**config.mk**
```make
export PLATFORM = sky130hd
export DESIGN_NAME = fetch_stage_flat
export DESIGN_NICKNAME = d
export VERILOG_FILES = /design/src/rtl/cpu_pkg.sv /design/src/rtl/fetch_stage_if.sv /design/src/rtl/fetch_stage_ifid_reg.sv /design/src/rtl/fetch_stage.sv /design/src/flat_wrapper.sv
export SDC_FILE = /design/constraint.sdc
export NUM_CORES = 1
export LEC_CHECK = 0
export CORE_MARGIN = 8
export CORE_UTILIZATION = 51
export CTS_BUF_LIST = sky130_fd_sc_hd__clkbuf_8
export CTS_CLUSTER_DIAMETER = 30
export CTS_CLUSTER_SIZE = 40
export DETAILED_ROUTE_END_ITERATION = 10
export PLACE_DENSITY = 0.87
export SYNTH_ARGS = -nofsm -noshare
export SYNTH_HDL_FRONTEND = slang
export SYNTH_HIERARCHICAL = 1
export SYNTH_SLANG_ARGS = --single-unit
```
**constraint.sdc**
```tcl
create_clock -name clk -period 3.83 [get_ports clk]
set_input_delay 0.766 -clock clk [delete_from_list [all_inputs] [get_ports clk]]
set_output_delay 0.766 -clock clk [all_outputs]
set_load 0.01 [all_outputs]
```
**src/rtl/cpu_pkg.sv**
```systemverilog
// rtl/cpu_pkg.sv - shared CPU widths, encodings and fetch action type
package cpu_pkg;

  localparam int          ADDR_W    = 16;
  localparam int          INSTR_W   = 16;
  localparam int          CNT_W     = 16;
  localparam logic [15:0] NOP_INSTR = 16'h0800;
  localparam logic [15:0] RESET_PC  = 16'h0000;

  // What the fetch stage does on a given edge, highest priority first.
  typedef enum logic [1:0] {
    FETCH_REDIRECT = 2'd0,
    FETCH_HOLD     = 2'd1,
    FETCH_BUBBLE   = 2'd2,
    FETCH_NORMAL   = 2'd3
  } fetch_action_e;

  function automatic fetch_action_e fetch_action(input logic branch_slot,
                                                 input logic load_slot,
                                                 input logic struct_stall,
                                                 input logic imem_ready);
    if (branch_slot)                      return FETCH_REDIRECT;
    else if (load_slot)                   return FETCH_HOLD;
    else if (struct_stall || !imem_ready) return FETCH_BUBBLE;
    else                                  return FETCH_NORMAL;
  endfunction

endpackage

```
**src/rtl/fetch_stage_if.sv**
```systemverilog
// rtl/fetch_stage_if.sv - instruction memory fetch bus
interface fetch_stage_if #(
  parameter int ADDR_W  = 16,
  parameter int INSTR_W = 16
);
  logic [ADDR_W-1:0]  imem_addr;
  logic [INSTR_W-1:0] imem_rdata;
  logic               imem_ready;

  // Fetch stage drives the address; memory returns the word and its ready flag.
  modport master (output imem_addr, input imem_rdata, input imem_ready);
  modport slave  (input imem_addr, output imem_rdata, output imem_ready);
endinterface

```
**src/rtl/fetch_stage_ifid_reg.sv**
```systemverilog
// rtl/fetch_stage_ifid_reg.sv - IF/ID pipeline register with hold and flush
module ifid_reg
  import cpu_pkg::*;
#(
  parameter int          ADDR_W    = cpu_pkg::ADDR_W,
  parameter int          INSTR_W   = cpu_pkg::INSTR_W,
  parameter logic [15:0] NOP_INSTR = cpu_pkg::NOP_INSTR
) (
  input  logic               clk,
  input  logic               rst,
  input  logic               hold,
  input  logic               flush,
  input  logic [INSTR_W-1:0] d_instr,
  input  logic [ADDR_W-1:0]  d_pc_next,
  output logic [INSTR_W-1:0] ifid_instr,
  output logic [ADDR_W-1:0]  ifid_pc_next,
  output logic               ifid_valid
);

  // Flush beats hold: a bubble replaces whatever was held; pc_next is left as-is on flush.
  always_ff @(posedge clk) begin
    if (rst) begin
      ifid_instr   <= INSTR_W'(NOP_INSTR);
      ifid_pc_next <= '0;
      ifid_valid   <= 1'b0;
    end else if (flush) begin
      ifid_instr   <= INSTR_W'(NOP_INSTR);
      ifid_valid   <= 1'b0;
    end else if (!hold) begin
      ifid_instr   <= d_instr;
      ifid_pc_next <= d_pc_next;
      ifid_valid   <= 1'b1;
    end
  end

endmodule

```
**src/rtl/fetch_stage.sv**
```systemverilog
// rtl/fetch_stage.sv - IF stage: PC, next-PC mux, bubble counter, IF/ID register
module fetch_stage
  import cpu_pkg::*;
#(
  parameter int          ADDR_W    = cpu_pkg::ADDR_W,
  parameter int          INSTR_W   = cpu_pkg::INSTR_W,
  parameter logic [15:0] NOP_INSTR = cpu_pkg::NOP_INSTR,
  parameter logic [15:0] RESET_PC  = cpu_pkg::RESET_PC,
  parameter int          CNT_W     = cpu_pkg::CNT_W
) (
  input  logic               clk,
  input  logic               rst,
  input  logic               load_slot,
  input  logic               branch_slot,
  input  logic [ADDR_W-1:0]  branch_target,
  input  logic               struct_stall,
  fetch_stage_if.master      imem,
  output logic [ADDR_W-1:0]  pc,
  output logic [INSTR_W-1:0] ifid_instr,
  output logic [ADDR_W-1:0]  ifid_pc_next,
  output logic               ifid_valid,
  output logic [CNT_W-1:0]   bubble_cnt
);

  fetch_action_e     action;
  logic [ADDR_W-1:0] pc_plus1;
  logic [ADDR_W-1:0] pc_d;
  logic              bubble;

  assign imem.imem_addr = pc;
  assign pc_plus1       = pc + ADDR_W'(1);

  // Decode the per-edge action and select the next PC; branch_target is only
  // looked at on a redirect so an undriven target cannot leak into the PC.
  always_comb begin
    action = fetch_action(branch_slot, load_slot, struct_stall, imem.imem_ready);
    pc_d   = pc;
    bubble = 1'b0;
    case (action)
      FETCH_REDIRECT: begin
        pc_d   = branch_target;
        bubble = 1'b1;
      end
      FETCH_HOLD:   pc_d = pc;
      FETCH_BUBBLE: begin
        pc_d   = pc;
        bubble = 1'b1;
      end
      FETCH_NORMAL: pc_d = pc_plus1;
      default:      pc_d = pc;
    endcase
  end

  // PC register.
  always_ff @(posedge clk) begin
    if (rst) pc <= ADDR_W'(RESET_PC);
    else     pc <= pc_d;
  end

  // Saturating count of injected bubbles.
  always_ff @(posedge clk) begin
    if (rst)                             bubble_cnt <= '0;
    else if (bubble && bubble_cnt != '1) bubble_cnt <= bubble_cnt + CNT_W'(1);
  end

  ifid_reg #(
    .ADDR_W    (ADDR_W),
    .INSTR_W   (INSTR_W),
    .NOP_INSTR (NOP_INSTR)
  ) u_ifid (
    .clk          (clk),
    .rst          (rst),
    .hold         (action == FETCH_HOLD),
    .flush        (bubble),
    .d_instr      (imem.imem_rdata),
    .d_pc_next    (pc_plus1),
    .ifid_instr   (ifid_instr),
    .ifid_pc_next (ifid_pc_next),
    .ifid_valid   (ifid_valid)
  );

endmodule

```
**src/flat_wrapper.sv**
```systemverilog
// flat-port wrapper written by rule: the top's interface ports become plain ports
module fetch_stage_flat import cpu_pkg::*;
#(
  parameter int          ADDR_W    = cpu_pkg::ADDR_W,
  parameter int          INSTR_W   = cpu_pkg::INSTR_W,
  parameter logic [15:0] NOP_INSTR = cpu_pkg::NOP_INSTR,
  parameter logic [15:0] RESET_PC  = cpu_pkg::RESET_PC,
  parameter int          CNT_W     = cpu_pkg::CNT_W
)
  (clk, rst, load_slot, branch_slot, branch_target, struct_stall, pc, ifid_instr, ifid_pc_next, ifid_valid, bubble_cnt, imem_imem_addr, imem_imem_rdata, imem_imem_ready);
  fetch_stage_if #(.ADDR_W(ADDR_W), .INSTR_W(INSTR_W)) imem_i ();
  input  logic clk;
  input  logic rst;
  input  logic load_slot;
  input  logic branch_slot;
  input  logic [ADDR_W-1:0] branch_target;
  input  logic struct_stall;
  output logic [ADDR_W-1:0] pc;
  output logic [INSTR_W-1:0] ifid_instr;
  output logic [ADDR_W-1:0] ifid_pc_next;
  output logic ifid_valid;
  output logic [CNT_W-1:0] bubble_cnt;
  output wire logic [$bits(imem_i.imem_addr)-1:0] imem_imem_addr;
  input wire logic [$bits(imem_i.imem_rdata)-1:0] imem_imem_rdata;
  input wire logic [$bits(imem_i.imem_ready)-1:0] imem_imem_ready;
  assign imem_imem_addr = imem_i.imem_addr;
  assign imem_i.imem_rdata = imem_imem_rdata;
  assign imem_i.imem_ready = imem_imem_ready;
  fetch_stage #(.ADDR_W(ADDR_W), .INSTR_W(INSTR_W), .NOP_INSTR(NOP_INSTR), .RESET_PC(RESET_PC), .CNT_W(CNT_W)) u_core (.clk(clk), .rst(rst), .load_slot(load_slot), .branch_slot(branch_slot), .branch_target(branch_target), .struct_stall(struct_stall), .imem(imem_i), .pc(pc), .ifid_instr(ifid_instr), .ifid_pc_next(ifid_pc_next), .ifid_valid(ifid_valid), .bubble_cnt(bubble_cnt));
endmodule
```
Word-level counts from Yosys, hierarchy flattened --
Cells that the tools add are included.
Word-level totals: register bits after elaboration 65, latch bits 0, RAM bits 0, bits in read-only memories 0, output and inout bits 81, logic and storage cells 26, memories kept 0
Operators by class: add/subtract/negate cells 2, multiply operators 0, div/mod/pow operators 0, order comparisons 0, equality and inequality tests 4, shift-type cells 0, multiplexer cells 5, bitwise gates (word level) 2, reduce and logical (&&, ||, !) cells 8
Operator list (number):
- 16-bit by 1-bit adder with 16-bit output (second input constant) | 2
- 16-bit case mux with 2 select lines | 1
- 16-bit inequality test (second input constant) | 1
- 2-bit OR reduction | 3
- 2-bit == test (second input constant) | 2
- 2-bit two-way mux | 2
- 2-bit by 1-bit == test with 1-bit output (second input constant) | 1
- 2-bit zero test | 1
- 1-bit two-way mux | 2
- 1-bit NOT | 2
- 2-bit AND reduction | 1
- 1-bit logical AND | 1
- 1-bit zero test | 1
- 1-bit logical OR | 1

Depth between registers and ports, before layout --
depth after elaboration 10, mapped depth 10

Hierarchy --
Netlist, hierarchy kept.
By module, submodules not included:
- fetch_stage | instances 1, cells each 271, area each 2178.3 µm²
- ifid_reg | instances 1, cells each 128, area each 1273.7 µm²

Worst setup path before layout --
Ideal clock, no wire load.
kind input to register, start point input port imem_imem_ready, end point register u_core.pc[6] (netlist: u_core/imem.imem_addr[6]), library setup time 128 ps, data arrival time 2440 ps, setup slack 1262 ps, cell stages on the path 8, cells stage by stage nor2b_1 > o21bai_2 > inv_2 > ha_1 > clkbuf_1 > buf_1 > a2bb2oi_1 > nor2_1
Between the ends: word-level cells in the longest chain between the ends 7, elaborated cells between the ends (all ways) 11
Ends and longest elaborated chain:
- start: declaration | RTL line flat_wrapper.sv:25 | input wire logic [$bits(imem_i.imem_ready)-1:0] imem_imem_ready;
- 1-bit zero test (*) | RTL line cpu_pkg.sv:24 | else if (struct_stall || !imem_ready) return FETCH_BUBBLE;
- 1-bit logical OR (*) | RTL line cpu_pkg.sv:24
- 1-bit two-way mux (*) | RTL line cpu_pkg.sv:24
- 2-bit two-way mux (*) | RTL line cpu_pkg.sv:23 | else if (load_slot) return FETCH_HOLD;
- 2-bit two-way mux (*) | RTL line cpu_pkg.sv:22 | if (branch_slot) return FETCH_REDIRECT;
- 2-bit == test (tied with other cells) | RTL line fetch_stage.sv:39 | case (action)
- 16-bit case mux with 2 select lines / 2-bit OR reduction (equally long branches)
- end signal: assignment | RTL line fetch_stage.sv:56 | if (rst) pc <= ADDR_W'(RESET_PC);
- end signal: assignment | RTL line fetch_stage.sv:57 | else pc <= pc_d;
- end: declaration | RTL line fetch_stage.sv:18 | output logic [ADDR_W-1:0] pc,
Mark *: on every way between the ends. The rest lies on a longest branch, timed or not. A chain may end at the register's enable or synchronous reset.

Final worst setup path --
start point input port branch_slot, end point register u_core.pc[13] (netlist: u_core/imem.imem_addr[13])
Between the ends: word-level cells in the longest chain between the ends 3, elaborated cells between the ends (all ways) 7
Ends and longest elaborated chain:
- start: declaration | RTL line flat_wrapper.sv:15 | input logic branch_slot;
- 2-bit two-way mux (*) | RTL line cpu_pkg.sv:22
- 2-bit == test (tied with other cells) | RTL line fetch_stage.sv:39
- 16-bit case mux with 2 select lines / 2-bit OR reduction (equally long branches)
Marked as above.

==> tab_implementation.tex <==
\begin{tabular}{lr}
\hline
Metric & Value \\
\hline
\multicolumn{2}{l}{\textbf{Yosys}} \\
Number of flops mapped to enable cells by yosys & 0 \\
Post-Synthesis Net Count & 440 \\
Ys async rst share & 0 \\
Primary flip-flop cell chosen by synthesis mapping & sky130\_fd\_sc\_hd\_\_dfxtp\_1 \\
Post-synth cell types & 58 \\
Mapped Area & 0.003452 mm² \\
Sequential area share after synthesis & 0.3769 \\
Count of mapped cells out of synthesis & 399 \\
Yosys warning count & 6 \\
Synthesis-stage register bit count & 65 \\
Synthesized area per cell & 8.652 µm² \\
\multicolumn{2}{l}{\textbf{Global routing}} \\
Global-route wire length before repair & 15.39 mm \\
Antenna violations before repair & 0 \\
Pin count of the biggest net entering global routing & 49 \\
Global Route Usage Sum & 0.1946 \\
Vias in the first global route & 3036 \\
Global route total overflow & 0 \\
\multicolumn{2}{l}{\textbf{STA}} \\
Count of final hold-check violations & 0 \\
Final setup violation count & 0 \\
Post-route setup slack & 1.033 ns \\
Worst-Margin Slew & 0.8261 ns \\
Max-Slew Margin vs Limit & 0.4481 \\
Number of max-slew violations in the final report & 0 \\
Final worst clock skew & 0.007110 ns \\
Post-route fraction of the period consumed by the critical path & 0.7302 \\
Setup TNS & 0 ns \\
Maximum frequency from static timing analysis & 0.3576 GHz \\
Crit path time final & 2.797 ns \\
RSZ-0062 raised after global routing & false \\
\multicolumn{2}{l}{\textbf{Power}} \\
Clock network power share & 0.388 \\
Cell-internal power & 1.281 mW \\
Net switching power figure & 421.2 µW \\
Net switching share of the total power & 0.2474 \\
Standby leakage power & 1.713 nW \\
Seq pwr share & 0.441 \\
Power density cells & 357.5 mW/mm² \\
Total power of the final layout & 1.702 mW \\
Fraction of power consumed by combinational cells & 0.171 \\
Worst VDD drop & 0.2213 mV \\
\multicolumn{2}{l}{\textbf{Cells and area}} \\
End-of-flow core utilization & 0.7125 \\
Final cell count without fillers & 577 \\
NumNets Final & 534 \\
Fraction of final layout cells sized beyond drive strength 1 & 0.08249 \\
Layout overhead on the synthesized area & 37.91\% \\
Ant. Diodes & 0 \\
\multicolumn{2}{l}{\textbf{Floorplanning}} \\
Die area & 0.009657 mm² \\
Site row count & 30 \\
Initial Util & 0.5167 \\
Die Span Y & 98.27 µm \\
Standard cell core area & 0.006681 mm² \\
Chip width & 98.27 µm \\
Count of boundary I/O pins & 119 \\
\multicolumn{2}{l}{\textbf{Clock network}} \\
Max clock buf depth & 2 \\
Clock transition at the registers of the reported paths & 0.06 ns \\
\# hold bufs at CTS & 0 \\
CTS tree & done \\
Clock sinks & 65 \\
Skew-Pair Late Insertion Delay & 0.33 ns \\
Post-CTS Setup Repair Bufs & 0 \\
Number of cells upsized or downsized after cts & 0 \\
Cell chosen for the clock root & sky130\_fd\_sc\_hd\_\_clkbuf\_8 \\
Number of clock buffers inserted by TritonCTS & 9 \\
Clock H-tree levels & 3 \\
\multicolumn{2}{l}{\textbf{Status}} \\
Result of the run & complete, no violations \\
\multicolumn{2}{l}{\textbf{Worst setup path}} \\
Cells traversed along the worst timing path & clkdlybuf4s50\_1 > o21bai\_2 > inv\_2 > ha\_1 > inv\_1 > or4\_1 > nor3\_1 > a31oi\_1 > a21oi\_1 \\
Slowest stage delay, CP & 0.59 ns \\
Worst endpoint data arrival time & 3.05 ns \\
Classification of the worst setup path & primary input to flip-flop \\
Element type at the critical path end & flip-flop \\
Slowest-stage cell, CP & sky130\_fd\_sc\_hd\_\_or4\_1 \\
Critical Path Source Type & primary input \\
Worst-path maximum fanout & 16 \\
Buf/Inv on CP & 3 \\
Origin of the critical flop-to-flop path & u\_core/imem.imem\_addr[2] \\
Start point of the critical path & branch\_slot \\
Gate family responsible for the most delay along the worst path & buffers and inverters \\
Required arrival time at the worst endpoint & 4.09 ns \\
\multicolumn{2}{l}{\textbf{Drt}} \\
Antenna Violating Nets Remaining & 0 \\
Iteration-0 DRC count of the detailed router & 268 \\
Average vias per placed instance & 5.627 \\
Total Routed Length & 9.604 mm \\
First-pass detailed-route iteration total & 5 \\
Number of design rule violations left after detail routing & 0 \\
Average routed wire per standard cell & 16.64 µm \\
Total number of vias & 3247 \\
\multicolumn{2}{l}{\textbf{Place}} \\
Detailed placer's ending HPWL & 7.006 mm \\
Routability Congestion & 0.8644 \\
Placed cell count & 562 \\
Pre-CTS setup slack & 0.7815 ns \\
Number of port buffers & 118 \\
\multicolumn{2}{l}{\textbf{Run}} \\
Max\_cap viols & 0 \\
\multicolumn{2}{l}{\textbf{Min path}} \\
Hold path start & u\_core/u\_ifid/ifid\_valid \\
Worst min-delay path class & flip-flop to flip-flop \\
\hline
\end{tabular}
[worst reg2reg max path, cell delays in order (launching register included)]
cell and delay, ns:
sky130_fd_sc_hd__dfxtp_1 0.51, sky130_fd_sc_hd__and4_4 0.32, sky130_fd_sc_hd__nand4_4 0.20, sky130_fd_sc_hd__or2_2 0.39, sky130_fd_sc_hd__nor2_1 0.12, sky130_fd_sc_hd__xor2_1 0.15, sky130_fd_sc_hd__or3b_1 0.36, sky130_fd_sc_hd__a21oi_1 0.14
[cells by family after synthesis]
family / count (synthesis) / synth area share
XOR/XNOR: 25 / 0.06343
flip-flops: 65 / 0.3769
adder cells (fa/ha/maj): 3 / 0.01087
AND/OR/NAND/NOR: 148 / 0.2595
buffers and inverters: 51 / 0.08300
multiplexers: 19 / 0.05509
AO/OA/AOI/OAI: 88 / 0.1511
[per-layer routing]
metal	global-route usage	part of all wire
met4	0.07084	0.013
met2	0.3119	0.48
met5	0	0
met3	0.04694	0.069
met1	0.2471	0.43
[registers in the layout, summed over array words and instances, names as in the netlist]
name / flops
u_core/bubble_cnt: 16
u_core/u_ifid/ifid_valid: 1
u_core/imem.imem_addr: 16
u_core/u_ifid/ifid_instr: 16
u_core/u_ifid/ifid_pc_next: 16
[power by group through the flow]
| stage | Sequential [mW] | Combinational [mW] | Clock, mW |
|---|---|---|---|
| 5_1_grt | 0.755 | 0.312 | 0.713 |
| 4_1_cts | 0.750 | 0.290 | 0.677 |
| 6_report | 0.751 | 0.290 | 0.661 |
| 3_3_place_gp | 0.763 | 0.283 | 0 |
| 2_1_floorplan | 0.764 | 0.153 | 0 |
| 3_5_place_dp | 0.765 | 0.288 | 0 |
[metrics by stage]
stage	area, µm²	hold WS [ns]
after floorplan	3452	0.4710
after detailed placement	4532	0.4445
after global placement	4532	0.4375
final	4761	0.4545
after CTS	4761	0.4545
after global routing	4761	0.5008
[Yosys cell counts (2+ instances only)]
cell,count,share of area
sky130_fd_sc_hd__buf_6,3,0.0098
sky130_fd_sc_hd__or3b_1,16,0.041
sky130_fd_sc_hd__nand4_2,2,0.0072
sky130_fd_sc_hd__nand4_4,3,0.018
sky130_fd_sc_hd__a31oi_1,6,0.011
sky130_fd_sc_hd__a21oi_1,39,0.057
sky130_fd_sc_hd__nand2b_1,2,0.0036
sky130_fd_sc_hd__and4_1,2,0.0051
sky130_fd_sc_hd__mux2i_1,19,0.055
sky130_fd_sc_hd__buf_1,3,0.0033
sky130_fd_sc_hd__dfxtp_1,65,0.38
sky130_fd_sc_hd__nor2_1,46,0.050
sky130_fd_sc_hd__xor2_1,6,0.015
sky130_fd_sc_hd__nor4_1,2,0.0036
sky130_fd_sc_hd__a2111oi_2,2,0.0087
sky130_fd_sc_hd__inv_1,9,0.0098
sky130_fd_sc_hd__o21ai_1,3,0.0043
sky130_fd_sc_hd__and2_1,2,0.0036
sky130_fd_sc_hd__nand2_1,17,0.018
sky130_fd_sc_hd__nor3b_1,2,0.0043
sky130_fd_sc_hd__a211oi_1,3,0.0065
sky130_fd_sc_hd__a22oi_1,5,0.011
sky130_fd_sc_hd__ha_1,3,0.011
sky130_fd_sc_hd__nand3_1,11,0.016
sky130_fd_sc_hd__o22ai_1,2,0.0036
sky130_fd_sc_hd__o21ai_0,19,0.028
sky130_fd_sc_hd__nor3_1,9,0.013
sky130_fd_sc_hd__buf_2,3,0.0043
sky130_fd_sc_hd__a21o_1,3,0.0065
sky130_fd_sc_hd__or3_1,3,0.0054
sky130_fd_sc_hd__xnor2_1,19,0.048
sky130_fd_sc_hd__and3_1,3,0.0054
sky130_fd_sc_hd__clkbuf_1,13,0.014
sky130_fd_sc_hd__nand4_1,7,0.013
sky130_fd_sc_hd__buf_4,18,0.039
sky130_fd_sc_hd__nor2b_1,6,0.011
sky130_fd_sc_hd__nor2_2,2,0.0036
[layout by cell type (no fill, tap or decap), types with 2 or more instances in the layout]
| cell type | count |
|---|---|
| sky130_fd_sc_hd__clkdlybuf4s50_1 | 117 |
| sky130_fd_sc_hd__dfxtp_1 | 65 |
| sky130_fd_sc_hd__nor2_1 | 46 |
| sky130_fd_sc_hd__a21oi_1 | 39 |
| sky130_fd_sc_hd__xnor2_1 | 19 |
| sky130_fd_sc_hd__o21ai_0 | 19 |
| sky130_fd_sc_hd__mux2i_1 | 19 |
| sky130_fd_sc_hd__nand2_1 | 17 |
| sky130_fd_sc_hd__or3b_1 | 16 |
| sky130_fd_sc_hd__clkbuf_8 | 12 |
| sky130_fd_sc_hd__nand3_1 | 11 |
| sky130_fd_sc_hd__inv_1 | 10 |
| sky130_fd_sc_hd__nor3_1 | 9 |
| sky130_fd_sc_hd__nand4_1 | 7 |
| sky130_fd_sc_hd__xor2_1 | 6 |
| sky130_fd_sc_hd__a31oi_1 | 6 |
| sky130_fd_sc_hd__buf_4 | 6 |
| sky130_fd_sc_hd__nor2b_1 | 5 |
| sky130_fd_sc_hd__a22oi_1 | 5 |
| sky130_fd_sc_hd__nand4_4 | 3 |
| sky130_fd_sc_hd__a21o_1 | 3 |
| sky130_fd_sc_hd__or3_1 | 3 |
| sky130_fd_sc_hd__and3_1 | 3 |
| sky130_fd_sc_hd__a211oi_1 | 3 |
| sky130_fd_sc_hd__ha_1 | 3 |
| sky130_fd_sc_hd__o21ai_1 | 3 |
| sky130_fd_sc_hd__bufinv_16 | 2 |
| sky130_fd_sc_hd__nor2_2 | 2 |
| sky130_fd_sc_hd__nand4_2 | 2 |
| sky130_fd_sc_hd__nor3b_1 | 2 |
| sky130_fd_sc_hd__nand2b_1 | 2 |
| sky130_fd_sc_hd__and2_1 | 2 |
| sky130_fd_sc_hd__nor4_1 | 2 |
| sky130_fd_sc_hd__o22ai_1 | 2 |
| sky130_fd_sc_hd__and4_1 | 2 |
| sky130_fd_sc_hd__a2111oi_2 | 2 |
[worst paths after layout]
check                                        end  cells past startpoint  slack, ns
setup / recovery       u_core/imem.imem_addr[13]                      9       1.03
setup reg to reg  u_core/u_ifid/ifid_pc_next[13]                      7       1.57
hold / removal          u_core/u_ifid/ifid_valid                      2       0.45
hold reg to reg         u_core/u_ifid/ifid_valid                      2       0.45
[area by class of cell]
cell class / instances / area (µm²)
Clock inverter: 3 / 63.81
Tap cell: 80 / 100.1
Multi-Input combinational cell: 283 / 1872
Sequential cell: 65 / 1301
Fill cell: 536 / 1921
Timing Repair Buffer: 124 / 1221
Clock buffer: 12 / 165.2
Inverter: 10 / 37.54
(Power assumes the default switching activity.)
